[config.mk]
export PLATFORM = sky130hd
export DESIGN_NAME = am_scan_decoder
export DESIGN_NICKNAME = d
export VERILOG_FILES = /design/src/rtl/am_scan_decoder_pkg.sv /design/src/rtl/am_onehot_dec.sv /design/src/rtl/am_scan_decoder.sv
export SDC_FILE = /design/constraint.sdc
export NUM_CORES = 1
export LEC_CHECK = 0
export ABC_CLOCK_PERIOD_IN_PS = 2300
export BUFFER_PORTS_ARGS = -buffer_cell sky130_fd_sc_hd__buf_4
export CORE_AREA = 2 2 39 41
export DETAILED_ROUTE_END_ITERATION = 6
export DIE_AREA = 0 0 41 43
export GPL_TIMING_DRIVEN = 0
export PLACE_DENSITY = 0.48
export SETUP_SLACK_MARGIN = 0.1
export SLEW_MARGIN = 15
export SYNTH_ARGS = -nofsm -noshare
export SYNTH_HDL_FRONTEND = slang
export SYNTH_SLANG_ARGS = --single-unit
[constraint.sdc]
create_clock -name clk -period 2.3 [get_ports clk]
set_clock_uncertainty 0.15 [all_clocks]
set_input_delay 0.46 -clock clk [delete_from_list [all_inputs] [get_ports clk]]
set_output_delay 0.46 -clock clk [all_outputs]
set_load 0.005 [all_outputs]
[src/rtl/am_scan_decoder_pkg.sv]
// Shared definitions for the scanning select decoder: mode encodings.
package am_scan_decoder_pkg;

  localparam logic [1:0] MODE_LOAD  = 2'b00;  // transparent load of sel every cycle
  localparam logic [1:0] MODE_HOLD  = 2'b01;  // keep current address
  localparam logic [1:0] MODE_SCANW = 2'b10;  // step, wrap N-1 -> 0
  localparam logic [1:0] MODE_SCAN1 = 2'b11;  // step once through, stop at N-1

endpackage

[src/rtl/am_onehot_dec.sv]
// Combinational 1-of-2^WIDTH decoder with active-low outputs and an
// active-low enable that forces every output high.
module am_onehot_dec #(
  parameter int WIDTH = 2
) (
  input  logic [WIDTH-1:0]      addr,
  input  logic                  g_,
  output logic [(2**WIDTH)-1:0] y
);

  genvar gi;
  generate
    for (gi = 0; gi < 2**WIDTH; gi++) begin : g_dec
      // Output gi is pulled low only when enabled and addressed.
      assign y[gi] = g_ | (addr != WIDTH'(gi));
    end
  endgenerate

endmodule

[src/rtl/am_scan_decoder.sv]
// Registered select-strobe decoder with an address register that can load,
// hold, or auto-scan (wrap-around or one-shot). All outputs come from the
// next address so they change together on a single edge.
module am_scan_decoder
  import am_scan_decoder_pkg::*;
#(
  parameter int WIDTH = 2
) (
  input  logic                  clk,
  input  logic                  rst,
  input  logic                  g_,
  input  logic                  le_,
  input  logic [1:0]            mode,
  input  logic [WIDTH-1:0]      sel,
  output logic [(2**WIDTH)-1:0] y,
  output logic [WIDTH-1:0]      cur,
  output logic                  tc,
  output logic                  busy
);

  localparam int N = 2**WIDTH;
  localparam logic [WIDTH-1:0] LAST = {WIDTH{1'b1}};

  logic [WIDTH-1:0] a_reg;
  logic [WIDTH-1:0] a_next;
  logic [N-1:0]     y_next;
  logic [N-1:0]     y_reg;
  logic             tc_reg;
  logic             busy_reg;

  // Next address: an asserted load enable overrides whatever mode is selected.
  always_comb begin
    a_next = a_reg;
    if (!le_) begin
      a_next = sel;
    end else begin
      case (mode)
        MODE_LOAD:  a_next = sel;
        MODE_HOLD:  a_next = a_reg;
        MODE_SCANW: a_next = a_reg + WIDTH'(1);
        MODE_SCAN1: a_next = (a_reg == LAST) ? a_reg : a_reg + WIDTH'(1);
        default:    a_next = a_reg;
      endcase
    end
  end

  // Strobes are decoded from the next address so y lines up with cur.
  am_onehot_dec #(
    .WIDTH (WIDTH)
  ) u_dec (
    .addr (a_next),
    .g_   (g_),
    .y    (y_next)
  );

  // Address and status registers; reset beats load and enable on the same edge.
  always_ff @(posedge clk) begin
    if (rst) begin
      a_reg    <= '0;
      y_reg    <= '1;
      tc_reg   <= 1'b0;
      busy_reg <= 1'b0;
    end else begin
      a_reg    <= a_next;
      y_reg    <= y_next;
      tc_reg   <= (a_next == LAST);
      busy_reg <= (mode == MODE_SCAN1) && (a_next != LAST);
    end
  end

  // cur is the address register itself; it never needs a separate copy.
  assign cur  = a_reg;
  assign y    = y_reg;
  assign tc   = tc_reg;
  assign busy = busy_reg;

endmodule

## Yosys cells after proc, flatten, opt, wreduce, memory -nomap -nowiden

Cells that the tools add are included.
Widths: inputs -> output; s select.

- Bits of input ports: 8
- Output and inout bits: 8
- Word-level logic and storage cells: 23
- Register bits after elaboration: 8

- Multiplexer cells: 3
- Equal/unequal tests: 8
- Bitwise gates (word level): 4
- Add/subtract/negate cells: 1
- Reductions and logical operators: 3

Operators by type and width:

| operator | number |
|---|---|
| $eq 2x2->1 const B | 4 |
| $pmux 2 s4 | 1 |
| $mux 2 | 2 |
| $ne 2x2->1 const B | 2 |
| $or 1x1->1 | 4 |
| $add 2x1->2 const B | 1 |
| $eq 2x1->1 const B | 1 |
| $logic_not 2->1 | 1 |
| $ne 2x1->1 const B | 1 |
| $reduce_bool 2->1 | 1 |
| $logic_and 1x1->1 | 1 |

## Depth between registers and ports, before layout

Gate-level depths: netlist (run 1).

- Depth after elaboration: 6
- Gate-level depth with buffers: 5

## By module

A second synthesis (run 1) with hierarchy kept.

- Cells, all modules: 41
- Area total of the unflattened synthesis: 401.6 um^2

Modules (own cells, without submodules):

| module | sequential area each (um^2) | cells an instance | area each (um^2) | instances |
|---|---|---|---|---|
| am_scan_decoder | 160.2 | 37 | 370.4 | 1 |
| am_onehot_dec | 0.0 | 4 | 31.3 | 1 |

## Worst setup path after synthesis (run 1)

Ideal clock, no wire load.

- Path kind: register -> register
- Start point: register a_reg[1] (netlist: cur[1])
- End point: register tc_reg (netlist: tc)
- Data required time: 2.062 ns
- Path buffers: 0
- Period minus slack after synthesis: 1.465 ns
- Arrival time: 1.227 ns
- Cell stages (with the launch flop): 6
- Slack: 0.835 ns
- Path through: dfxtp_1 -> inv_1 -> ha_1 -> nand3b_1 -> a32o_2 -> nor4_2

- Word-level cells in the longest chain between the ends: 5
- Elaborated cells on any way between the ends: 6
- Those cells by class: add/sub (1); eq/ne (2); mux (3)

Ends and longest elaborated chain:

| item | RTL line | RTL |
|---|---|---|
| start: declaration | am_scan_decoder.sv:24 | `logic [WIDTH-1:0] a_reg;` |
| start signal: assignment | am_scan_decoder.sv:64 | `a_reg <= a_next;` |
| $add 2x1->2 / $eq 2x2->1 (equally long branches) | am_scan_decoder.sv:40, am_scan_decoder.sv:41 |  |
| $mux 2 | am_scan_decoder.sv:41 | `MODE_SCAN1: a_next = (a_reg == LAST) ? a_reg : a_reg + WIDTH'(1);` |
| $pmux 2 s4 (*) | am_scan_decoder.sv:37 | `case (mode)` |
| $mux 2 (*) | am_scan_decoder.sv:34 | `if (!le_) begin` |
| $eq 2x2->1 (*) | am_scan_decoder.sv:66 | `tc_reg <= (a_next == LAST);` |
| end signal: assignment | am_scan_decoder.sv:66 |  |
| end: declaration | am_scan_decoder.sv:28 | `logic tc_reg;` |

Mark *: on every way between the ends. The rest lies on a longest branch, timed or not.
A chain may end at the register's enable or synchronous reset.

## Worst setup path in the final report (run 1)

Ends and elaborated chain as after synthesis.

==> results of run 1 <==
[layout by cell type (no fill, tap or decap)]
cell / n
o211ai_1: 2
o21ai_0: 1
nor3_1: 1
nand2_1: 1
nor4_2: 1
buf_4: 15
clkbuf_4: 3
nand4_1: 3
nand3b_1: 2
ha_1: 2
a32o_2: 1
nand2b_1: 3
inv_1: 3
a311oi_1: 1
a32oi_1: 1
nor2_1: 3
o21a_1: 1
dfxtp_1: 8
mux2_4: 1
and4_1: 1
[synthesized netlist by cell type]
cell type	n
nand2b_1	3
mux2_4	1
a311oi_1	1
nand2_1	1
a32o_2	1
and4_1	1
a32oi_1	1
ha_1	2
o211ai_1	2
o21ai_0	1
nor2_1	3
nor4_2	1
nand4_1	3
nand3b_1	2
dfxtp_1	8
o21a_1	1
inv_1	3
nor3_1	1
[layer usage]
metal / part of all wire, % / vias to the layer above / track usage (%)
li1: - / 174 / -
met1: 43 / 150 / 12.0
met2: 49 / 9 / 14.7
met3: 7.7 / 0 / 9.42
met4: 0 / 0 / 2.00
met5: 0 / - / 0
[where the power goes]
part | switching [mW] | internal, mW | leakage (nW)
Sequential | 0.00399 | 0.147 | 0.0658
Clock | 0.0447 | 0.0595 | 0.0138
Combinational | 0.0291 | 0.0334 | 0.143
[worst min path at each step]
stage,start,end,slack (ns),cells past startpoint
floorplan,rst,tc$_SDFF_PP0_,0.38,1
global placement,rst,cur[0]$_SDFF_PP0_,0.53,2
detailed placement,rst,busy$_SDFF_PP0_,0.53,2
CTS,rst,busy$_SDFF_PP0_,0.26,2
global route,rst,busy$_SDFF_PP0_,0.25,2
finish,rst,busy$_SDFF_PP0_,0.27,2
[cell families after synthesis]
logic type	after synthesis	share of synthesized area [%]
AO/OA/AOI/OAI	7	15.6
adder cells (fa/ha/maj)	2	6.92
buffers and inverters	3	3.11
flip-flops	8	44.3
multiplexers	1	4.15
AND/OR/NAND/NOR	15	25.9
[area by class of cell]
type | count | area (µm²)
Fill cell | 155 | 867
Multi-Input combinational cell | 25 | 190
Sequential cell | 8 | 160
Timing Repair Buffer | 15 | 113
Clock buffer | 3 | 22.5
Tap cell | 16 | 20.0
Inverter | 3 | 11.3
[stage by stage]
step                hold slack, ns  worst slack [ns]  instance area [µm²]  utilization (%)  power (mW)
floorplan                    0.381             0.835                  362                -       0.186
global placement             0.530             0.635                  494             35.7       0.217
detailed placement           0.527             0.645                  494             35.7       0.217
CTS                          0.257             0.754                  517             37.3       0.326
global route                 0.249             0.691                  517             37.3       0.345
finish                       0.267             0.778                  517             37.3       0.317
==> summary.txt, run 1 <==
Final layout
  – Largest register FFs: 4
  – Layout area overhead: 42.9%
  – ANT cells: 0
  – Non-Filler Instances: 70
  – Layout cells sized above 1: 38.9%
  – NumNets Final: 66

GRT
  – Total grt overflow: 0
  – Initial antenna violation count: 0
  – Vias in the first global route: 290
  – First-pass GRT wire length: 1210 µm
  – GRT Util Overall: 10.6%
  – Largest net degree at the start of global routing: 8

Logic synthesis
  – Post-Syn Nets: 46
  – Yosys warns: 0
  – Syn avg cell area: 10.0 µm²
  – Synth area leaders: dfxtp_1 (44%), ha_1 (6.9%), nand2b_1 (5.2%)
  – Share of the synthesized area in the top cell type: 44.3%
  – Netlist cell types: 18
  – Top cell type by total area after synthesis: dfxtp_1
  – Cell count after synthesis: 36
  – Post-synthesis sequential area ratio: 44.3%
  – Post-Syn Area: 362 µm²
  – Yosys reg bits: 8

Clocking
  – Maximum clock insertion buffer count: 2
  – Clk_lat worst skew: 0.25 ns
  – TritonCTS buffer count: 3
  – Post-CTS Setup Inserts: 0
  – CTS sink count: 8
  – Clk slew on worst S/H paths: 0.05 ns
  – PostCTS Resize Cnt: 0
  – Clock root buffer: clkbuf_4
  – TritonCTS clock tree: built
  – Post-CTS Hold Fix Bufs: 0
  – H-tree lvl count: 1

Die
  – Die Footprint: 1760 µm²
  – Core area: 1380 µm²
  – Die Ht: 43 µm
  – Initial Util: 26.1%
  – Io pins: 16
  – Core Rows: 14
  – Die width: 41 µm

STA
  – Setup TNS: 0 ns
  – Max Fclk: 657 MHz
  – Finish-stage setup viols: 0
  – Part of the cycle the worst path needs: 66.2%
  – Crit path time final: 1.52 ns
  – Worst-Margin Slew: 0.331 ns
  – Pins Over Slew Limit: 0
  – Relative slew slack: 77.7%
  – RSZ-0062 raised after global routing: false
  – Endpoints failing hold: 0

Detailed routing
  – Pre-Repair DR Iteration Count: 3
  – Routed len/inst: 10.3 µm
  – Residual DRC: 0
  – Vias: 333
  – Final wirelength: 723 µm
  – Antenna Violating Nets Remaining: 0
  – DRT iter0 DRCs: 4
  – Vias/cell: 4.76

Critical path
  – Worst path cell trace: inv_1 > ha_1 > nand3b_1 > a32o_2 > nor4_2
  – Count of buffer and inverter cells on the critical path: 1
  – WP data arrival: 1.54 ns
  – Family with the most delay on the worst path: simple AND/OR/NAND/NOR gates
  – Max incr delay on CP: 0.34 ns
  – WS Path Type: flop to flop
  – Worst R2R Start: cur[1]$_SDFF_PP0_
  – RR Endpoint: tc$_SDFF_PP0_
  – Crit path max-delay cell type: dfxtp_1
  – CP startpoint kind: flop
  – Critical Path Source: cur[1]$_SDFF_PP0_
  – Crit path required time: 2.31 ns
  – Crit path to: tc$_SDFF_PP0_
  – R2R Setup Slk: 0.78 ns
  – Crit. path cell count: 5
  – CP Max Fanout: 4
  – Worst r2r path cells: 5
  – CP Capture Type: flop

Placed design
  – Placed cell count: 67
  – Post-DP HPWL: 584 µm
  – Buffers on Ports: 15
  – Final Wtd Congestion: 0.729

Flow run
  – Max Cap Violations: 0

Pwr
  – Leakage: 0.222 nW
  – Power Dens Cells: 614 nW/µm²
  – Peak VDD IR: 358 µV

Worst hold path
  – Worst min path class: primary input to flop

Status
  – Status: finished clean
(Power assumes the default switching activity.)
==> inputs of run 2 (changes only) <==
Settings changed: ABC_CLOCK_PERIOD_IN_PS 2300 to 1400.
Clock period 2.3 ns to 1.4 ns, I/O delays scaled along.
==> run 2 against run 1 <==
- the flow now finishes with violations (setup timing)
- via count up 9.0%
- sequential share of layout area down 2.1 points
- non-clock buffer count up 3
- flip-flop and latch count unchanged
- power up 75%
- clock power up 67%
- cell count up 4.3%
- sequential power up 64%
- critical path type unchanged
==> summary.txt, run 2 (synthesis gave the netlist of run 1 again) <==
Pwr
  – Comb power frac: 23.8% (+4.1 points)
  – Internal: 412 µW (+72%)
  – Clock share of power: 31.5% (-1.3 points)
  – Switch Pwr: 142 µW (+83%)
  – Switching part of the total: 25.6% (+1.2 points)
  – Peak VDD IR: 513 µV (+43%)
  – Register share of total power: 44.8% (-2.7 points)
  – Power Dens Cells: 969 nW/µm² (+58%)
  – Total power: 554 µW (+75%)
  – Leakage: 0.240 nW (+8.1%)

Placed design
  – Placed Area: 499 µm² (+1.0%)
  – Placed cell count: 67 (unchanged)
  – Final Wtd Congestion: 0.719 (-1.4%)
  – Post-DP HPWL: 579 µm (-0.84%)
  – Pre-CTS setup slack: -0.0833 ns (-0.728 ns)
  – Buffers on Ports: 15 (unchanged)

STA
  – Worst-Margin Slew: 0.362 ns (+0.0315 ns)
  – Final worst slack: -0.0274 ns (-0.806 ns)
  – Pins Over Slew Limit: 0 (unchanged)
  – RSZ-0062 raised after global routing: true
  – Crit path time final: 1.43 ns (-0.0942 ns)
  – Part of the cycle the worst path needs: 102% (+36 points)
  – Finish-stage setup viols: 4 (+4)
  – Endpoints failing hold: 0 (unchanged)
  – Max Fclk: 701 MHz (+6.6%)
  – Relative slew slack: 75.6% (-2.1 points)

Critical path
  – Crit path required time: 1.43 ns (-0.88 ns)
  – WS Path Type: flop to flop
  – CP startpoint kind: flop
  – CP Capture Type: flop
  – WP data arrival: 1.45 ns (-0.09 ns)
  – CP Max Fanout: 4 (unchanged)

GRT
  – Total grt overflow: 0 (unchanged)
  – GRT Util Overall: 11.3% (+0.72 points)
  – Vias in the first global route: 323 (+11%)
  – Initial antenna violation count: 0 (unchanged)
  – First-pass GRT wire length: 1290 µm (+6.9%)
  – Largest net degree at the start of global routing: 8 (unchanged)

Die
  – Io pins: 16 (unchanged)
  – Core Rows: 14 (unchanged)
  – Initial Util: 26.1% (unchanged)
  – Die Footprint: 1760 µm² (unchanged)
  – Core area: 1380 µm² (unchanged)
  – Die width: 41 µm (unchanged)
  – Die Ht: 43 µm (unchanged)

Final layout
  – Layout area overhead: 58.1%
  – ANT cells: 0 (unchanged)
  – Most frequent cells in the layout: buf_4 (17), dfxtp_1 (6), nand2b_1 (3), nand4_1 (3), clkbuf_4 (3)
  – Utilization after layout: 41.3% (+4.0 points)
  – FILL cells: 144 (-7.1%)
  – NumNets Final: 69 (+4.5%)
  – Design area: 572 µm² (+11%)
  – Largest register FFs: 4 (unchanged)
  – Layout cells sized above 1: 56.1% (+17 points)
  – Most common cell after layout, fill and taps aside: buf_4
  – Non-Filler Instances: 73 (+4.3%)

Clocking
  – TritonCTS clock tree: built
  – Clock root buffer: clkbuf_4
  – Maximum clock insertion buffer count: 2 (unchanged)
  – TritonCTS buffer count: 3 (unchanged)
  – Clk_lat worst skew: 0.25 ns (about the same)
  – H-tree lvl count: 1 (unchanged)
  – Clk slew on worst S/H paths: 0.05 ns (about the same)
  – CTS sink count: 8 (unchanged)

Detailed routing
  – Residual DRC: 0 (unchanged)
  – Vias/cell: 4.97 (+4.5%)
  – DRT iter0 DRCs: 3 (-1)
  – Antenna Violating Nets Remaining: 0 (unchanged)
  – Pre-Repair DR Iteration Count: 4 (+1)
  – Routed len/inst: 10.8 µm (+4.1%)
  – Vias: 363 (+9.0%)
  – Final wirelength: 785 µm (+8.6%)

Flow run
  – Max Cap Violations: 0 (unchanged)

Status
  – Status: finished, violations left
  – Failing checks: setup timing

Worst hold path
  – Worst min path class: primary input to flop
run 2: cell types whose count changed in the layout (fill, tap and decap cells not counted), sizes merged:
cell  before  now
buf       15   18
run 2: worst paths after layout:
kind	from	end	slack, ns	cells after the start
hold / removal	rst	cur[0]$_SDFF_PP0_	0.09	2
hold reg to reg	cur[1]$_SDFF_PP0_	busy$_SDFF_PP0_	0.60	4
setup reg to reg	cur[0]$_SDFF_PP0_	y[0]$_SDFF_PP1_	-0.03	5
setup / recovery	cur[0]$_SDFF_PP0_	y[0]$_SDFF_PP1_	-0.03	5
run 2: power groups by stage:
| stage | logic (mW) | clock network, mW | registers [mW] |
|---|---|---|---|
| floorplan | 0.0544 | 0 | 0.255 |
| global placement | 0.107 | 0 | 0.254 |
| detailed placement | 0.107 | 0 | 0.254 |
| CTS | 0.127 | 0.185 | 0.249 |
| global route | 0.144 | 0.197 | 0.250 |
| finish | 0.132 | 0.174 | 0.248 |
run 2: layer usage:
layer	GRT usage, %	vias up	wire length, µm
met2	17.2	13	392
met1	11.7	170	329
li1	-	178	-
met4	4.00	0	5
met3	7.85	2	58
met5	0	-	0
run 2: worst max-delay path, stage by stage (launching register included):
cell and delay, ns:
dfxtp_4 0.35, ha_2 0.17, nand3b_1 0.18, a32o_2 0.30, buf_6 0.13, o211ai_1 0.07
run 2: area by class of cell:
| cell class | count | area (µm²) | share of cell area, % |
|---|---|---|---|
| flip-flops and latches | 8 | 165 | 28.9 |
| repair buffers | 18 | 139 | 24.3 |
| clock buffers | 3 | 22.5 | 3.94 |
| well taps | 16 | 20.0 | 3.50 |
| inverters | 3 | 11.3 | 1.97 |
| multi-input cells | 25 | 214 | 37.4 |
run 2: stage by stage:
stage	setup TNS, ns	hold WS [ns]
after floorplan	-0.00116	0.195
after global placement	-0.247	0.341
after detailed placement	-0.183	0.347
after CTS	-0.0839	0.0652
after global routing	-0.312	0.0784
final	-0.0414	0.0854
run 2: timing repair:
action / in CTS / in global routing
pin swaps: 4 / 2
gates cloned: 0 / 0
hold endpoints to repair: 0 / 0
setup endpoints to repair: 8 / 8
gates resized for setup: 5 / 2
hold buffers: 0 / 0
buffers inserted: 3 / 0
==> inputs of run 3 (changes only) <==
Settings changed: PLACE_DENSITY 0.48 to 0.51, SYNTH_HIERARCHICAL from default to 1.
==> run 3 against run 2 <==
- the run still ends with setup timing left
- non-clock buffer count up 2
- worst setup slack worse by 0.47 ns
- global-route usage up 0.16 points
- via count down 1.7%
- core utilization up 7.5 points
- sequential share of layout area down 4.4 points
- largest cell class unchanged
- combinational power up 28%
- critical path depth up 3
- area after synthesis up 11%
- sequential power up 2%
- critical endpoint is now y[2]$_SDFF_PP1_
==> summary.txt, run 3 <==
Pwr
  – Register share of total power: 41.6% (-3.2 points)
  – Power Dens Cells: 896 nW/µm² (-7.5%)
  – Clock share of power: 30.5% (-1.0 points)
  – Internal: 449 µW (+9.1%)
  – Switch Pwr: 156 µW (+9.9%)
  – Leakage: 0.277 nW (+15%)
  – Comb power frac: 27.8% (+4.0 points)
  – Switching part of the total: 25.8% (+0.14 points)
  – Peak VDD IR: 275 µV (-46%)

Detailed routing
  – Pre-Repair DR Iteration Count: 2 (-2)
  – Routed len/inst: 11.0 µm (+2.3%)
  – DRT iter0 DRCs: 1 (-2)
  – Vias/cell: 4.41 (-11%)
  – Antenna Violating Nets Remaining: 0 (unchanged)
  – Final wirelength: 891 µm (+14%)
  – Vias: 357 (-1.7%)
  – Residual DRC: 0 (unchanged)

Placed design
  – Final Wtd Congestion: 0.673 (-6.4%)
  – Placed cell count: 72 (+7.5%)
  – Buffers on Ports: 15 (unchanged)
  – Placed Area: 582 µm² (+17%)
  – Post-DP HPWL: 648 µm (+12%)

Final layout
  – FILL cells: 143 (-0.69%)
  – NumNets Final: 76 (+10%)
  – Most frequent cells in the layout: buf_4 (20), dfxtp_1 (6), nand2_1 (5)
  – Most common cell after layout, fill and taps aside: buf_4
  – Area of the multi-input gates: 298 µm² (+39%)
  – Layout area overhead: 68.2%
  – Non-Filler Instances: 81 (+11%)
  – Design area: 676 µm² (+18%)
  – Layout cells sized above 1: 66.2% (+10 points)
  – ANT cells: 0 (unchanged)
  – Largest register FFs: 4 (unchanged)
  – Seq. cell area: 165 µm² (unchanged)

Logic synthesis
  – Yosys reg bits: 8 (unchanged)
  – Top cell type by total area after synthesis: dfxtp_1
  – FFs w/ async S/R, synth: 0% (unchanged)
  – Synth Area in Compound Gates: 13.1% (-2.5 points)
  – Post-Syn Nets: 51 (+11%)
  – Largest family of logic cells by synthesized area: simple AND/OR/NAND/NOR gates
  – Post-synthesis sequential area ratio: 39.9% (-4.4 points)
  – Cell count after synthesis: 41 (+14%)
  – Count leader, synth: dfxtp_1
  – Yosys warns: 6 (+6)
  – Syn avg cell area: 9.80 µm² (-2.5%)
  – Ys flop type: dfxtp_1
  – Netlist cell types: 20 (+2)
  – Share of the synthesized area in the top cell type: 39.9% (-4.4 points)
  – Synth area leaders: dfxtp_1 (40%), or2_2 (7.8%), ha_1 (6.2%)
  – EDFF count, synth: 0 (unchanged)
  – Synth Area in XOR/XNOR: 0% (unchanged)
  – Post-Syn Area: 402 µm² (+11%)
  – Post-Synth Adder-Cell Area: 6.23% (-0.69 points)
  – Commonest cells post-synth: dfxtp_1 (8), nand2_1 (5), or2_2 (5)
  – Multiplexer share of the synthesized area: 2.80% (-1.3 points)
  – Simple-gate portion of the synthesized area: 35.2% (+9.3 points)

Die
  – Core Rows: 14 (unchanged)
  – Die width: 41 µm (unchanged)
  – Io pins: 16 (unchanged)
  – Die Ht: 43 µm (unchanged)
  – Core area: 1380 µm² (unchanged)
  – Die Footprint: 1760 µm² (unchanged)
  – Initial Util: 29.0% (+2.9 points)

Clocking
  – Clk_lat worst skew: 0.25 ns (about the same)
  – TritonCTS buffer count: 3 (unchanged)
  – Post-CTS Hold Fix Bufs: 0 (unchanged)
  – Clock root buffer: clkbuf_4
  – CTS sink count: 8 (unchanged)
  – H-tree lvl count: 1 (unchanged)
  – Maximum clock insertion buffer count: 2 (unchanged)
  – TritonCTS clock tree: built
  – Clk slew on worst S/H paths: 0.06 ns (about the same)

GRT
  – Largest net degree at the start of global routing: 9 (+1)
  – Total grt overflow: 0 (unchanged)
  – Vias in the first global route: 308 (-4.6%)
  – First-pass GRT wire length: 1260 µm (-2.2%)
  – GRT Util Overall: 11.4% (+0.16 points)
  – Initial antenna violation count: 0 (unchanged)

Flow run
  – Max Cap Violations: 0 (unchanged)

STA
  – Part of the cycle the worst path needs: 136% (+34 points)
  – Worst-Margin Slew: 0.237 ns (-0.125 ns)
  – Relative slew slack: 84.2% (+8.6 points)
  – Endpoints failing hold: 0 (unchanged)
  – Max Fclk: 527 MHz (-25%)
  – Crit path time final: 1.90 ns (+0.471 ns)
  – Final worst slack: -0.498 ns (-0.471 ns)
  – Pins Over Slew Limit: 0 (unchanged)
  – Finish-stage setup viols: 8 (+4)
  – RSZ-0062 raised after global routing: true

Critical path
  – CP startpoint kind: flop
  – CP Capture Type: flop
  – Crit path required time: 1.40 ns (-0.03 ns)
  – WS Path Type: flop to flop
  – CP Max Fanout: 5 (+1)
  – WP data arrival: 1.90 ns (+0.45 ns)

Status
  – Status: finished, violations left
  – Failing checks: setup timing

Worst hold path
  – Worst min path class: primary input to flop
==> run 3: cell count changes in the layout (fill, tap and decap cells not counted), moves of 3 or more <==
cell | previous run | this run
buf_4 | 17 | 20
nand4_1 | 3 | 0
or2_4 | 0 | 4
nand2_1 | 1 | 5
nand2b_1 | 3 | 0
==> run 3: through the flow <==
stage	hold WS [ns]	util [%]	power (mW)	TNS, ns	setup WS (ns)
final	0.108	48.8	0.606	-2.18	-0.498
after global routing	0.0999	48.8	0.639	-2.67	-0.566
after floorplan	0.191	-	0.332	-1.59	-0.468
after CTS	0.0883	47.3	0.604	-2.14	-0.531
after detailed placement	0.358	42.0	0.389	-2.20	-0.538
after global placement	0.356	42.0	0.388	-2.17	-0.542
==> run 3: metal layers <==
| metal | wire length (µm) | vias to the layer above | track usage [%] | part of all wire (%) |
|---|---|---|---|---|
| li1 | - | 189 | - | - |
| met1 | 393 | 156 | 12.8 | 44 |
| met2 | 428 | 12 | 15.6 | 48 |
| met3 | 69 | 0 | 6.28 | 7.7 |
| met4 | 0 | 0 | 8.00 | 0 |
| met5 | 0 | - | 0 | 0 |
==> run 3: critical path: stages (launching register included) <==
cell     delay [ns]
dfxtp_4        0.39
inv_4          0.05
ha_4           0.15
nor2b_4        0.12
o32ai_4        0.11
nor2_2         0.15
buf_4          0.12
or3b_1         0.33
or2_4          0.22
==> run 3: path summary, 6_finish.rpt <==
kind                     start                end  slack (ns)  depth (start not counted)
max          cur[0]$_SDFF_PP0_    y[2]$_SDFF_PP1_       -0.50                          8
min                        rst  cur[1]$_SDFF_PP0_        0.11                          2
max reg2reg  cur[0]$_SDFF_PP0_    y[2]$_SDFF_PP1_       -0.50                          8
min reg2reg  cur[0]$_SDFF_PP0_  cur[0]$_SDFF_PP0_        0.83                          4
==> run 3: logic make-up after synthesis <==
kind of cell,after synthesis
AO/OA/AOI/OAI,5
adder cells (fa/ha/maj),2
buffers and inverters,3
flip-flops,8
multiplexers,1
AND/OR/NAND/NOR,22
==> run 3: final cells by class <==
cell class	instances	area share [%]
Multi-Input combinational cell	30	44.1
Inverter	3	2.41
Tap cell	16	2.96
Clock buffer	4	3.89
Timing Repair Buffer	20	22.2
Sequential cell	8	24.4
==> run 3: power groups by stage <==
| stage | clock network [mW] | registers [mW] | logic [mW] |
|---|---|---|---|
| after floorplan | 0 | 0.256 | 0.0761 |
| after global placement | 0 | 0.256 | 0.133 |
| after detailed placement | 0 | 0.255 | 0.134 |
| after CTS | 0.194 | 0.252 | 0.157 |
| after global routing | 0.202 | 0.254 | 0.183 |
| final | 0.185 | 0.252 | 0.169 |
==> run 3: timing repair <==
item	4_1_cts	5_1_grt
endpoints found under the setup margin	8	8
pin swaps	6	6
resized for setup	5	1
hold endpoints to repair	0	0
setup buffers	3	2
